`config.mk`:
```
export PLATFORM = sky130hd
export DESIGN_NAME = monitor_text_streamer
export DESIGN_NICKNAME = d
export VERILOG_FILES = /design/src/rtl/monitor_text_streamer_pkg.sv /design/src/rtl/monitor_text_streamer_shadow_regs.sv /design/src/rtl/monitor_text_streamer.sv
export SDC_FILE = /design/constraint.sdc
export NUM_CORES = 1
export LEC_CHECK = 0
export CORE_UTILIZATION = 35
export CTS_CLUSTER_DIAMETER = 50
export CTS_CLUSTER_SIZE = 14
export DETAILED_ROUTE_END_ITERATION = 10
export PLACE_DENSITY = 0.49
export SYNTH_ARGS = -nofsm -noshare
export SYNTH_HDL_FRONTEND = slang
export SYNTH_SLANG_ARGS = --single-unit
```
`constraint.sdc`:
```
create_clock -name clk -period 4.7 [get_ports clk]
set_input_delay 0.94 -clock clk [delete_from_list [all_inputs] [get_ports clk]]
set_output_delay 0.94 -clock clk [all_outputs]
set_load 0.05 [all_outputs]
```
`src/rtl/monitor_text_streamer_pkg.sv`:
```
// Shared constants and FSM encoding for the monitor text streamer.
// The monitor region is 16 character words of the unified memory, starting at word 495.
package monitor_text_streamer_pkg;

    localparam int MON_BASE  = 495;
    localparam int MON_CHARS = 16;
    localparam int ADDR_W    = 32;
    localparam int DATA_W    = 32;

    localparam logic [7:0] ASCII_SPACE = 8'h20;

    typedef enum logic [1:0] {
        ST_IDLE = 2'd0,
        ST_LOAD = 2'd1,
        ST_SEND = 2'd2
    } state_t;

endpackage

```
`src/rtl/monitor_text_streamer_shadow_regs.sv`:
```
// Shadow copy of the monitor region, built by snooping the CPU memory write bus.
// The dirty flag marks that the shadow has changed since the last frame snapshot.
module monitor_shadow_regs #(
    parameter int MON_BASE  = monitor_text_streamer_pkg::MON_BASE,
    parameter int MON_CHARS = monitor_text_streamer_pkg::MON_CHARS,
    parameter int ADDR_W    = monitor_text_streamer_pkg::ADDR_W,
    parameter int DATA_W    = monitor_text_streamer_pkg::DATA_W
) (
    input  logic                       clk,
    input  logic                       rst_n,
    input  logic [ADDR_W-1:0]          addr,
    input  logic [DATA_W-1:0]          write_data,
    input  logic                       mem_write,
    input  logic                       clear_dirty,
    output logic [MON_CHARS-1:0][7:0]  shadow,
    output logic                       dirty
);
    import monitor_text_streamer_pkg::*;

    localparam int IDX_W = $clog2(MON_CHARS);

    logic [ADDR_W-1:0] offset;
    logic              hit;

    // Addresses below the base wrap to huge offsets, so one unsigned compare covers both bounds.
    assign offset = addr - ADDR_W'(MON_BASE);
    assign hit    = mem_write && (offset < ADDR_W'(MON_CHARS));

    always_ff @(posedge clk or negedge rst_n) begin
        if (!rst_n) begin
            shadow <= {MON_CHARS{ASCII_SPACE}};
            dirty  <= 1'b1;
        end else begin
            if (hit) begin
                shadow[offset[IDX_W-1:0]] <= write_data[7:0];
                dirty                     <= 1'b1;
            end else if (clear_dirty) begin
                dirty <= 1'b0;
            end
        end
    end

endmodule

```
`src/rtl/monitor_text_streamer.sv`:
```
// Streams a 16-character snapshot of the memory-mapped monitor region to a valid/ready sink
// whenever the snooped shadow changes.
module monitor_text_streamer #(
    parameter int MON_BASE  = monitor_text_streamer_pkg::MON_BASE,
    parameter int MON_CHARS = monitor_text_streamer_pkg::MON_CHARS,
    parameter int ADDR_W    = monitor_text_streamer_pkg::ADDR_W,
    parameter int DATA_W    = monitor_text_streamer_pkg::DATA_W
) (
    input  logic              clk,
    input  logic              rst_n,
    input  logic [ADDR_W-1:0] addr,
    input  logic [DATA_W-1:0] write_data,
    input  logic              MemWrite,
    output logic [7:0]        char_data,
    output logic              char_valid,
    input  logic              char_ready,
    output logic              char_first,
    output logic              char_last,
    output logic              busy,
    output logic [15:0]       frame_count
);
    import monitor_text_streamer_pkg::*;

    localparam int               IDX_W    = $clog2(MON_CHARS);
    localparam logic [IDX_W-1:0] LAST_IDX = IDX_W'(MON_CHARS - 1);

    state_t                     state;
    logic [MON_CHARS-1:0][7:0]  shadow;
    logic [MON_CHARS-1:0][7:0]  frame;
    logic                       dirty;
    logic [IDX_W-1:0]           idx;
    logic [IDX_W-1:0]           next_idx;
    logic                       clear_dirty;

    assign clear_dirty = (state == ST_LOAD);
    assign next_idx    = idx + 1'b1;

    monitor_shadow_regs #(
        .MON_BASE  (MON_BASE),
        .MON_CHARS (MON_CHARS),
        .ADDR_W    (ADDR_W),
        .DATA_W    (DATA_W)
    ) u_shadow (
        .clk         (clk),
        .rst_n       (rst_n),
        .addr        (addr),
        .write_data  (write_data),
        .mem_write   (MemWrite),
        .clear_dirty (clear_dirty),
        .shadow      (shadow),
        .dirty       (dirty)
    );

    // The frame register is the atomic snapshot; shadow keeps absorbing writes while it is sent.
    always_ff @(posedge clk or negedge rst_n) begin
        if (!rst_n) begin
            state       <= ST_IDLE;
            frame       <= '0;
            idx         <= '0;
            char_data   <= '0;
            char_valid  <= 1'b0;
            char_first  <= 1'b0;
            char_last   <= 1'b0;
            busy        <= 1'b0;
            frame_count <= '0;
        end else begin
            case (state)
                ST_IDLE: begin
                    if (dirty) begin
                        state <= ST_LOAD;
                        busy  <= 1'b1;
                    end
                end
                ST_LOAD: begin
                    frame      <= shadow;
                    idx        <= '0;
                    char_data  <= shadow[0];
                    char_valid <= 1'b1;
                    char_first <= 1'b1;
                    char_last  <= 1'b0;
                    state      <= ST_SEND;
                end
                ST_SEND: begin
                    if (char_ready) begin
                        if (idx == LAST_IDX) begin
                            char_valid  <= 1'b0;
                            char_first  <= 1'b0;
                            char_last   <= 1'b0;
                            busy        <= 1'b0;
                            frame_count <= frame_count + 16'd1;
                            state       <= ST_IDLE;
                        end else begin
                            idx        <= next_idx;
                            char_data  <= frame[next_idx];
                            char_first <= 1'b0;
                            char_last  <= (next_idx == LAST_IDX);
                        end
                    end
                end
                default: state <= ST_IDLE;
            endcase
        end
    end

endmodule

```
==> metrics.txt <==
CP peak stage delay just over 0.5 ns; Setup crit end kind register; outcome finished, violations left; Setup Skew around 0.017 ns; Int Pwr approximately 4.7 mW; dpl hpwl 18100 um; Power Dens Cells about 420 nW/um^2; fmax 261 MHz; share of cells above drive strength 1 24.2%; Clock Pin Slew Worst Setup and Hold Paths 0.06 ns; Max rail drop VDD slightly below 0.3 mV; Sink Count roughly 290; Worst path top cell family by delay simple AND/OR/NAND/NOR gates; CP max FO 17; DRC 4; Clock Latency Late Sink roughly 0.52 ns; Syn Area/Cell approximately 12 sq um; full die area 37200 sq um; minimum clock period roughly 3.8 ns; Worst Tran Pin Value ~1 ns; Critical path buffers and inverters 2; period utilization slightly above 80%; Logic pwr share between 10 and 15%; failing checks design-rule violations; Seq pwr share between 40% and 50%; clk root buf clkbuf_16; wire length per cell roughly 18 um; Post-synth ARST share 100%; Vias slightly above 8000; fill count roughly 3400; total negative setup slack 0 ns; Power Total roughly 6.4 mW; CP Launch Type input port; flops & latches, synth between 200 and 300; final hold vios 0; I/O pin cnt 96; final RePlAce weighted congestion between 0.7 and 0.8; H-tree depth 2; EDFF count, synth 0; antenna violations before repair 0; Clock power frac a little under half; first-pass GRT wire length 47900 um; switching power around 1.7 mW; CP Class in -> reg; max_cap viols 0; CTS tree yes; Routed Wire Length just under 30000 um; synthesized area 12700 sq um; Starting Density ~36%; instance count on the critical path 9; vias per inst around 5.0; FF-to-FF path depth 8; Area Overhead vs Synth 19.6%; chip height just under 200 um; number of global-route vias before repair approximately 8400; placeable core region ~36000 sq um; Net count, final 1227; pin count of the biggest net entering global routing between 100 and 150; leakage power around 7.6 nW; number of cells produced by synthesis around 1100; Net Count, Synth approximately 1200; footprint of the multi-input gates a little over 5000 sq um; RSZ-0062 raised after global routing no; Starting DRT DRC Count just under 400; commonest non-fill, non-tap cells in the layout nand2_1 (407), dfrtp_1 (273), mux2_2 (103); Unique masters post-synth 51; gr usage total roughly 17%; post-CTS setup buffers 0; register area share after synthesis between 50% and 60%; Rel. slew slack between 30% and 40%; n_diodes 0; Die W roughly 190 um; IO Port Bufs slightly above 70; critical path arrival around 4.2 ns; gr ovfl total 0; Worst EP required roughly 5.1 ns; Resize count post-CTS 0; switching share of power 27.0%; main flop type after synthesis dfrtp_1; YS warnings 0; DRT Pass-1 Iters 7; Hold Path Class in -> async; antenna-violating nets left 0; Slew Viols, Final 0; Row Count 69; TritonCTS Buffers 36; commonest non-fill, non-tap cell in the layout nand2_1; Cell Chain, Critical Path clkdlybuf4s50_1, nor4_4, nand3_1, or3_1, a221o_1, a2111oi_4, buf_12, nand4_2, mux2_2; # setup viols final 0; CP max-delay cell clkdlybuf4s50_1; CTS Hold Bufs 0; FF+latch area approximately 7300 sq um; CTS max path bufs 3
## per-layer routing
metal	global-route usage [%]	wire length [um]	up-vias	share of wire, %
met5	0	0	-	0
met2	26.5	13700	137	46
met3	2.89	1100	45	3.7
met1	24.1	14400	4174	48
met4	4.60	560	0	1.9
li1	-	-	3811	-
## per-stage QoR
stage | util (%) | setup slack [ns] | cells | cell area [sq um] | hold WS [ns]
floorplan | - | 1.05 | 1089 | 12700 | 0.433
finish | 42.7 | 0.862 | 1644 | 15200 | 0.369
global placement | 39.1 | 0.347 | 1579 | 14000 | 0.442
CTS | 42.7 | 0.858 | 1644 | 15200 | 0.400
detailed placement | 39.1 | 0.313 | 1579 | 14000 | 0.444
global route | 42.7 | 0.715 | 1644 | 15200 | 0.409
## Yosys cell counts (7+ instances only)
cell type    n  area share (%)
a21oi_1      7            0.27
clkbuf_1    52             1.5
dfrtp_1    274              54
dfstp_2     17             3.5
mux2_2     103             9.1
mux2_4      24             2.8
mux2i_1      8            0.63
mux4_2      40             7.1
nand2_1    407              12
nand3_1     13            0.51
nand3_4      9             1.2
nor2_1      17            0.50
o21ai_0     16            0.63
xnor2_1      7            0.48
xor2_1      11            0.76
## sequential cells by signal, summed over array words and instances (netlist names)
| register | cells |
|---|---|
| char_last | 1 |
| state | 2 |
| frame_count | 16 |
| busy | 1 |
| u_shadow.shadow | 128 |
| char_valid | 1 |
| idx | 4 |
| char_data | 8 |
| frame | 128 |
| char_first | 1 |
| u_shadow.dirty | 1 |
## layout make-up
cell class	count	share of cell area, %
well taps	461	3.78
multi-input cells	734	34.1
flip-flops and latches	291	47.9
inverters	6	0.148
clock buffers	41	6.24
clock inverters	24	2.08
repair buffers	87	5.73
## cells by family after synthesis
family / after synthesis / synth area share (%)
xor gates and xnor gates: 18 / 1.24
AOI/OAI and AO/OA: 40 / 2.14
DFF: 291 / 57.3
and+or+nand+nor: 496 / 17.2
muxes: 177 / 19.8
adders and majority gates: 3 / 0.295
buffers and inverters: 64 / 2.03
## worst paths after layout
path / start / to / slack [ns]
worst max register to register: idx[0]$_DFFE_PN0P_ / frame_count[14]$_DFFE_PN0P_ / 1.71
worst min register to register: u_shadow.shadow[46]$_DFFE_PN0P_ / frame[46]$_DFFE_PN0P_ / 0.46
worst min-delay path: rst_n / u_shadow.shadow[35]$_DFFE_PN0P_ / 0.37
max in group asynchronous: rst_n / char_data[5]$_DFFE_PN0P_ / 3.26
min in group clk: u_shadow.shadow[46]$_DFFE_PN0P_ / frame[46]$_DFFE_PN0P_ / 0.46
worst max-delay path: addr[11] / u_shadow.shadow[0]$_DFFE_PN0P_ / 0.86
## power by group through the flow
| stage | clock network [mW] | logic [mW] | registers [mW] |
|---|---|---|---|
| 4_1_cts | 3.00 | 0.903 | 2.57 |
| 3_5_place_dp | 0 | 0.902 | 2.62 |
| 2_1_floorplan | 0 | 0.496 | 2.64 |
| 3_3_place_gp | 0 | 0.896 | 2.62 |
| 5_1_grt | 3.11 | 0.952 | 2.58 |
| 6_report | 2.93 | 0.885 | 2.57 |
(Power assumes the default switching activity.)
